### src/rtl/operand_sequencer.sv
// rtl/operand_sequencer.sv - queues operand pairs and sequences them through a load/compute/capture datapath
// Optional OPSEQ_COUNT_EN adds a 16-bit pair_count of completed result handshakes.
module operand_sequencer #(
  parameter int FIFO_DEPTH = 4
) (
  input  logic        clk,
  input  logic        rst,
  input  logic        s_valid,
  output logic        s_ready,
  input  logic [7:0]  s_a,
  input  logic [7:0]  s_b,
  output logic        dp_load,
  output logic        dp_compute,
  output logic [7:0]  dp_in_a,
  output logic [7:0]  dp_in_b,
  input  logic [7:0]  dp_result,
  output logic        m_valid,
  input  logic        m_ready,
  output logic [7:0]  m_data
`ifdef OPSEQ_COUNT_EN
  ,
  output logic [15:0] pair_count
`endif
);

  localparam int AW = $clog2(FIFO_DEPTH);
  localparam logic [AW:0] DEPTH_CNT = (AW+1)'(FIFO_DEPTH);

  typedef enum logic [2:0] {IDLE, LOAD, COMPUTE, CAPTURE, OUT} state_t;

  state_t state, next_state;

  logic [7:0]    mem_a [FIFO_DEPTH];
  logic [7:0]    mem_b [FIFO_DEPTH];
  logic [AW-1:0] wr_ptr, rd_ptr;
  logic [AW:0]   count;
  logic          full, empty, push, pop, handshake;

  assign full      = (count == DEPTH_CNT);
  assign empty     = (count == '0);
  // s_ready is gated by rst directly so it reads 0 throughout reset
  assign s_ready   = !rst && !full;
  assign push      = s_valid && s_ready;
  assign pop       = (state == LOAD);
  assign handshake = (state == OUT) && m_ready;

  always_ff @(posedge clk) begin
    if (push) begin
      mem_a[wr_ptr] <= s_a;
      mem_b[wr_ptr] <= s_b;
    end
  end

  always_ff @(posedge clk or posedge rst) begin
    if (rst) begin
      wr_ptr <= '0;
      rd_ptr <= '0;
      count  <= '0;
    end else begin
      if (push) wr_ptr <= wr_ptr + 1'b1;
      if (pop)  rd_ptr <= rd_ptr + 1'b1;
      case ({push, pop})
        2'b10:   count <= count + 1'b1;
        2'b01:   count <= count - 1'b1;
        default: count <= count;
      endcase
    end
  end

  always_ff @(posedge clk or posedge rst) begin
    if (rst) begin
      state  <= IDLE;
      m_data <= '0;
    end else begin
      state <= next_state;
      if (state == CAPTURE) m_data <= dp_result;
    end
  end

  always_comb begin
    next_state = state;
    dp_load    = 1'b0;
    dp_compute = 1'b0;
    dp_in_a    = '0;
    dp_in_b    = '0;
    m_valid    = 1'b0;
    case (state)
      IDLE: begin
        if (!empty) next_state = LOAD;
      end
      LOAD: begin
        dp_load    = 1'b1;
        dp_in_a    = mem_a[rd_ptr];
        dp_in_b    = mem_b[rd_ptr];
        next_state = COMPUTE;
      end
      COMPUTE: begin
        dp_compute = 1'b1;
        next_state = CAPTURE;
      end
      CAPTURE: begin
        next_state = OUT;
      end
      OUT: begin
        m_valid = 1'b1;
        if (m_ready) next_state = empty ? IDLE : LOAD;
      end
      default: next_state = IDLE;
    endcase
  end

`ifdef OPSEQ_COUNT_EN
  always_ff @(posedge clk or posedge rst) begin
    if (rst)            pair_count <= '0;
    else if (handshake) pair_count <= pair_count + 16'd1;
  end
`else
  logic unused_handshake;
  assign unused_handshake = handshake;
`endif

endmodule

### config.mk
export PLATFORM = sky130hd
export DESIGN_NAME = operand_sequencer
export DESIGN_NICKNAME = d
export VERILOG_FILES = /design/src/rtl/operand_sequencer.sv
export SDC_FILE = /design/constraint.sdc
export NUM_CORES = 1
export LEC_CHECK = 0
export ABC_AREA = 1
export ABC_CLOCK_PERIOD_IN_PS = 2320
export BUFFER_PORTS_ARGS = -buffer_cell sky130_fd_sc_hd__clkbuf_2
export CORE_MARGIN = 2
export CORE_UTILIZATION = 35
export CTS_CLUSTER_DIAMETER = 100
export DETAILED_ROUTE_END_ITERATION = 7
export PLACE_DENSITY = 0.53
export SLEW_MARGIN = 20
export SYNTH_ARGS = -nofsm -noshare
export SYNTH_HDL_FRONTEND = slang
export SYNTH_SLANG_ARGS = --single-unit
### constraint.sdc
create_clock -name clk -period 2.32 [get_ports clk]
set_input_delay 0.58 -clock clk [delete_from_list [all_inputs] [get_ports clk]]
set_output_delay 0.58 -clock clk [all_outputs]
set_load 0.005 [all_outputs]
==> impl_results.md, run 1 <==
* Hold_buf cts at 0
* Die width at 109 um
* CP endpoint kind: output pin
* Post-synth EDFFs at 64
* Vias at 2429
* Starting Density at 35.9%
* Yosys top cell area share at 49.4%
* CP Class: reg -> out
* Top post-synthesis cells by count: 89 x inv_1, 80 x nand2_1, 64 x edfxtp_1, 21 x nand3_1, 18 x dfrtp_1
* Met1 WL at 3340 um
* Drt wl/cell at 12.5 um
* Top-count cell post-synth: inv_1
* Final Core Density at 41.7%
* Flops & latches, synth at 82
* Post-Syn Instances at 366
* First-pass GRT wire length at 12000 um
* Critical path arrival at 1570 ps
* Core Region at 0.0108 mm2
* Mapped cell area at 0.00389 mm2
* Antenna-violating nets left at 0
* Clock-pin slew on the worst setup and hold paths at 80 ps
* CTS root buf: clkbuf_8
* Lkg Pwr at 2.15 nW
* Area leader, netlist: edfxtp_1
* Top-level port count at 56
* Total gr overflow at 0
* YS warnings at 0
* Global placer's final weighted congestion at 0.749
* Initial DRC count at 47
* Slew HR at 70.5%
* H-tree depth at 3
* Fin area at 0.00452 mm2
* Final slew viol count at 0
* Pin count of the biggest net entering global routing at 35
* Worst Skew at 9.83 ps
* Antenna violations before repair at 0
* Post-CTS setup buffer count at 0
* Fill count at 1070
* CP startpoint kind: flip-flop
* Vias in the first global route at 2471
* Routed WL at 7190 um
* Fmax at 466 MHz
* Fraction of layout cells with a size suffix above 1 at 30.7%
* Vias per inst at 4.24
* Synth Net Count at 400
* Final nets at 463
* CTS Buffer Depth at 2
* RSZ-0062 raised after global routing: no
* Setup TNS at 0 ps
* Diode count at 0
* PnR worst setup slack at 174 ps
* Met2 wire len at 3460 um
* DR DRC count at 0
* Unique masters post-synth at 25
* Min Clock Period, post-route at 2150 ps
* Die area at 0.0120 mm2
* Area contributors post-synth: edfxtp_1 49%, dfrtp_1 12%, inv_1 8.6%, nand2_1 7.7%, nand3_2 3.9%
* Tcrit/Tclk final at 92.5%
* Max-Cap Viols at 0
* Power per cell area at 1150 mW/mm2
* Hpwl dp at 4730 um
* Resized cells post-CTS at 0
* Global-route usage over all layers at 13.2%
* Final setup violation count at 0
* Async SR Flop Fraction at 22.0%
* Reg area at 0.00237 mm2
* TritonCTS buffer count at 9
* Num rows at 38
* Multi-input logic area at 0.00102 mm2
* Met3 Wirelength at 289 um
* Worst-Margin Slew at 442 ps
* Final Hold Fails at 0
* Synthesized area per cell at 10.6 um2
* Clk_lat worst skew at 340 ps
* Worst Path Required at 1740 ps
* CTS tree: yes
* Top FF cell, synth: edfxtp_1
* Die Span Y at 109 um
* Area delta synth->final at 16.2%
* Pre-CTS WS at 410 ps
* Register area share after synthesis at 61.0%
* Highest Signal Layer: met4
* VDD IR max at 0.000528 V
* Status: complete, no violations
* CP max FO at 18
* DRT Pass-1 Iters at 4
* Hold Crit Class: in -> async
* CTS Sinks at 82
* Port Buf Inserts at 55
* Cell Area, Placed at 0.00429 mm2
## layout make-up
class                   count  area share [%]
multi-input cells         177            22.7
well taps                 140            3.88
inverters                  94            8.03
clock buffers              10            2.83
repair buffers             65            7.76
clock inverters             5            2.30
flip-flops and latches     82            52.5
## registers in the layout, indices dropped and copies added, names as in the netlist
signal	flops
mem_a	32
mem_b	32
rd_ptr	2
count	3
wr_ptr	2
state	3
m_data	8
## metal layers
metal,vias to the layer above,GRT usage [%]
met5,-,0
met4,0,4.34
met3,11,3.02
met2,49,22.3
met1,1111,16.8
li1,1258,-
## path summary, 6_finish.rpt
| check | from | endpoint | slack [ps] | depth (start not counted) |
|---|---|---|---|---|
| worst min register to register | m_data[0] | m_data[0] | 480 | 2 |
| worst max-delay path | state[2] | dp_in_b[7] | 170 | 5 |
| min in group clk | s_a[0] | mem_a[0][0] | 450 | 1 |
| max in group asynchronous | rst | count[2] | 1810 | 3 |
| worst min-delay path | rst | count[0] | 290 | 3 |
| worst max register to register | count[0] | count[2] | 400 | 10 |
## cell families (layout without fill, tap and decap cells)
kind of cell	after synthesis	after routing	share of synthesized area (%)
adders and majority gates	6	6	2.12
buffers and inverters	107	174	12.6
xor gates and xnor gates	2	2	0.644
AOI/OAI and AO/OA	28	28	5.63
DFF	82	82	61.0
and+or+nand+nor	141	141	18.0
## where the power goes
part / leakage, nW / internal, mW / total, mW / switching, mW
logic: 1.23 / 0.727 / 1.99 / 1.26
clock network: 0.116 / 0.710 / 1.20 / 0.486
registers: 0.801 / 1.86 / 2.02 / 0.159
total: 2.15 / 3.30 / 5.21 / 1.91
## critical path, cell delays in order, from the launching register on
cell,delay (ps)
dfrtp_1,410
inv_2,100
nand3_2,130
buf_4,270
a21oi_1,170
clkbuf_2,130
## stage by stage
step | cells | total power [mW] | hold WS (ps)
after global routing | 573 | 5.62 | 303
after floorplan | 366 | 3.58 | 468
after global placement | 558 | 4.05 | 468
after CTS | 573 | 5.32 | 291
final | 573 | 5.21 | 294
after detailed placement | 558 | 4.10 | 470
## cells in the final DEF, fill, tap and decap left out
| cell type | n |
|---|---|
| a21oi_1 | 6 |
| a21oi_2 | 12 |
| buf_4 | 10 |
| bufinv_16 | 3 |
| clkbuf_1 | 1 |
| clkbuf_2 | 55 |
| clkbuf_8 | 9 |
| clkinv_2 | 1 |
| clkinv_4 | 2 |
| dfrtp_1 | 18 |
| edfxtp_1 | 64 |
| fa_1 | 1 |
| ha_1 | 5 |
| inv_1 | 89 |
| inv_2 | 2 |
| inv_4 | 2 |
| nand2_1 | 80 |
| nand2_2 | 11 |
| nand3_1 | 21 |
| nand3_2 | 15 |
| nand3_4 | 1 |
| nand4_1 | 3 |
| nor2_1 | 10 |
| o21ai_0 | 1 |
| o21ai_2 | 9 |
| xnor2_1 | 1 |
| xor2_2 | 1 |
Power figures use the tool's default switching activity.
==> inputs of run 2 (changes only) <==
--- a/config.mk
+++ b/config.mk
@@ -5,14 +5,14 @@
 export SDC_FILE = /design/constraint.sdc
 export NUM_CORES = 1
 export LEC_CHECK = 0
-export ABC_AREA = 1
+export ABC_AREA = 0
 export ABC_CLOCK_PERIOD_IN_PS = 2320
 export BUFFER_PORTS_ARGS = -buffer_cell sky130_fd_sc_hd__clkbuf_2
 export CORE_MARGIN = 2
 export CORE_UTILIZATION = 35
 export CTS_CLUSTER_DIAMETER = 100
 export DETAILED_ROUTE_END_ITERATION = 7
-export PLACE_DENSITY = 0.53
+export PLACE_DENSITY = 0.54
 export SLEW_MARGIN = 20
 export SYNTH_ARGS = -nofsm -noshare
 export SYNTH_HDL_FRONTEND = slang
==> impl_results.md, run 2 <==
* Status: complete, no violations
* Slowest cell on the critical path: mux4_2
* Global-route usage over all layers at 12.5% (-0.71 points)
* Switching part of the total power at 30.1% (-6.5 points)
* Post-Synth Simple-Gate Area at 5.72% (-12 points)
* Synth Area in Compound Gates at 0.833% (-4.8 points)
* Vias at 1692 (-30%)
* VDD IR max at 0.000386 V (-27%)
* Fraction of layout cells with a size suffix above 1 at 50.0% (+19 points)
* Die width at 101 um (-7.5%)
* Post-Syn Instances at 170 (-54%)
* CTS Sinks at 82 (unchanged)
* Area leader, netlist: edfxtp_1
* Commonest non-fill, non-tap cell in the layout: edfxtp_1
* Area contributors post-synth: edfxtp_1 58%, dfrtp_1 14%, mux4_1 6.4%, mux4_2 5.5%, and2_1 3.8%
* Total power at 4.63 mW (-11%)
* Crit-path max cell delay at 490 ps (+80 ps)
* Critical path arrival at 1690 ps (+120 ps)
* Register area share after synthesis at 71.8% (+11 points)
* Largest regs: mem_a (32), mem_b (32), m_data (8)
* CP Class: reg -> out
* Crit path max-delay family: multiplexers
* Final setup violation count at 0 (unchanged)
* Pint at 3.23 mW (-2.1%)
* CP bufs+invs at 2 (-1)
* Worst Skew at 6.14 ps (-3.69 ps)
* Total gr overflow at 0 (unchanged)
* Post-synth EDFFs at 64 (unchanged)
* Comb power frac at 35.5% (-2.7 points)
* Top post-synthesis cells by count: 64 x edfxtp_1, 20 x and2_1, 18 x dfrtp_1, 9 x mux2_2
* Hold Crit Class: in -> async
* Main combinational cell family by area after synthesis: multiplexers
* Slew HR at 52.8% (-18 points)
* Die Span Y at 101 um (-7.5%)
* Clock network power share at 20.3% (-2.7 points)
* YS warnings at 0 (unchanged)
* Fill count at 842 (-21%)
* CP startpoint kind: flip-flop
* Starting Density at 35.9% (+0.085 points)
* Die area at 0.0102 mm2 (-14%)
* Register share of total power at 44.2% (+5.3 points)
* Unique masters post-synth at 26 (+4.0%)
* First-pass GRT wire length at 9230 um (-23%)
* Vias per inst at 4.71 (+11%)
* DR DRC count at 0 (unchanged)
* Top-level port count at 56 (unchanged)
* H-tree depth at 3 (unchanged)
* Hpwl dp at 3720 um (-21%)
* Tcrit/Tclk final at 98.0% (+5.5 points)
* Pre-CTS WS at 326 ps (-83.4 ps)
* CP endpoint kind: output pin
* Final slew viol count at 0 (unchanged)
* CTS tree: yes
* Mapped cell area at 0.00331 mm2 (-15%)
* Final nets at 277 (-40%)
* Num rows at 35 (-7.9%)
* Final Hold Fails at 0 (unchanged)
* Most frequent cells in the layout: 64 x edfxtp_1, 54 x clkbuf_2, 17 x dfrtp_1
* Sequence of cells on the critical path: clkbuf_16 > mux4_2 > and2_4 > clkbuf_2
* Min Clock Period, post-route at 2270 ps (+128 ps)
* CTS Buffer Depth at 2 (unchanged)
* CP max FO at 6 (-12)
* Area delta synth->final at 21.1%
* Antenna-violating nets left at 0 (unchanged)
* Flops & latches, synth at 82 (unchanged)
* TritonCTS buffer count at 9 (unchanged)
* Synth Net Count at 204 (-49%)
* Port Buf Inserts at 55 (unchanged)
* Drt wl/cell at 16.5 um (+32%)
* Power per cell area at 1160 mW/mm2 (+0.29%)
* Clk_lat worst skew at 350 ps (about the same)
* Top-count cell post-synth: edfxtp_1
* Post-Synth XOR/XNOR Area at 1.59% (+0.95 points)
* Async SR Flop Fraction at 22.0% (unchanged)
* Pin count of the biggest net entering global routing at 19 (-46%)
* CTS root buf: clkbuf_8
* Fmax at 440 MHz (-5.6%)
* Top FF cell, synth: edfxtp_1
* Core Region at 0.00920 mm2 (-15%)
* Worst-Margin Slew at 708 ps (+266 ps)
* PnR worst setup slack at 46.0 ps (-128 ps)
* Synthesized area per cell at 19.4 um2 (+83%)
* Vias in the first global route at 1793 (-27%)
* Lkg Pwr at 1.56 nW (-28%)
* Diode count at 0 (unchanged)
* Worst Path Required at 1740 ps (about the same)
* Multiplexer share of the synthesized area at 15.2% (+15 points)
* Yosys top cell area share at 58.1% (+8.7 points)
* Antenna violations before repair at 0 (unchanged)
* Global placer's final weighted congestion at 0.703 (-6.2%)
* RSZ-0062 raised after global routing: yes
* Initial DRC count at 89 (+89%)
* Net switching power at 1.39 mW (-27%)
* Routed WL at 5920 um (-18%)
* Hold_buf cts at 0 (unchanged)
* Clock-pin slew on the worst setup and hold paths at 90 ps (about the same)
* Max-Cap Viols at 0 (unchanged)
* Post-synthesis adder-cell area fraction at 2.50% (+0.37 points)
* DRT Pass-1 Iters at 4 (unchanged)
==> run 2: cell count changes after synthesis, moves of 9 or more <==
cell	delta
nand3_2	-15
nand2_1	-78
o21ai_2	-9
inv_1	-81
a21oi_2	-11
and2_1	+20
mux2_2	+9
nand3_1	-21
nand2_2	-11
==> run 2: cells by family (layout without fill, tap and decap cells) <==
logic type / count (synthesis) / after routing
simple gates: 32 / 32
buf+inv: 14 / 92
fa+ha+maj: 6 / 6
compound gates: 4 / 4
flops: 82 / 82
xor+xnor: 6 / 6
mux: 26 / 26
==> run 2: path summary, 6_finish.rpt <==
check                           from  slack [ps]           to  cells after the start
min                              rst         340     state[2]                      2
max in group asynchronous        rst        1490    rd_ptr[0]                      2
max                        rd_ptr[0]          50   dp_in_b[1]                      4
max reg2reg                 count[0]         410     count[2]                      9
min reg2reg                 count[0]         510     count[0]                      1
min in group clk              s_a[0]         440  mem_a[2][0]                      1
==> run 2: power groups by stage <==
stage	clock, mW	sequential [mW]	combinational (mW)
2_1_floorplan	0	2.02	1.00
3_3_place_gp	0	2.06	1.50
3_5_place_dp	0	2.07	1.51
4_1_cts	0.969	2.05	1.65
5_1_grt	1.02	2.08	1.84
6_report	0.938	2.04	1.65
==> run 2: per-stage QoR <==
stage | instance area (um2) | setup TNS [ps] | hold WS, ps | utilization (%) | cells
finish | 4000 | 0 | 336 | 43.5 | 359
global route | 4000 | -271 | 381 | 43.5 | 359
detailed placement | 3780 | 0 | 492 | 41.1 | 341
CTS | 3990 | -226 | 355 | 43.4 | 358
global placement | 3780 | 0 | 489 | 41.1 | 341
floorplan | 3310 | 0 | 468 | - | 170
==> run 2: layer usage <==
layer | vias to the layer above | part of all wire (%) | global-route usage (%)
met2 | 45 | 49 | 20.2
li1 | 788 | - | -
met3 | 8 | 3.8 | 2.97
met4 | 0 | 1.5 | 5.93
met1 | 851 | 46 | 16.0
met5 | - | 0 | 0
==> run 2: final cells by class <==
type / instances / area [um2] / share of cell area [%]
sequential: 82 / 2370 / 59.3
multi-input combinational: 74 / 858 / 21.4
timing repair buffer: 68 / 425 / 10.6
tap: 111 / 139 / 3.47
clock buffer: 9 / 124 / 3.09
clock inverter: 7 / 52.6 / 1.31
inverter: 8 / 30.0 / 0.750
==> run 2: what timing repair did <==
item,in CTS,in global routing
pin swaps,15,0
setup endpoints to repair,11,16
setup buffers,0,1
cloned,1,0
resized for setup,16,9
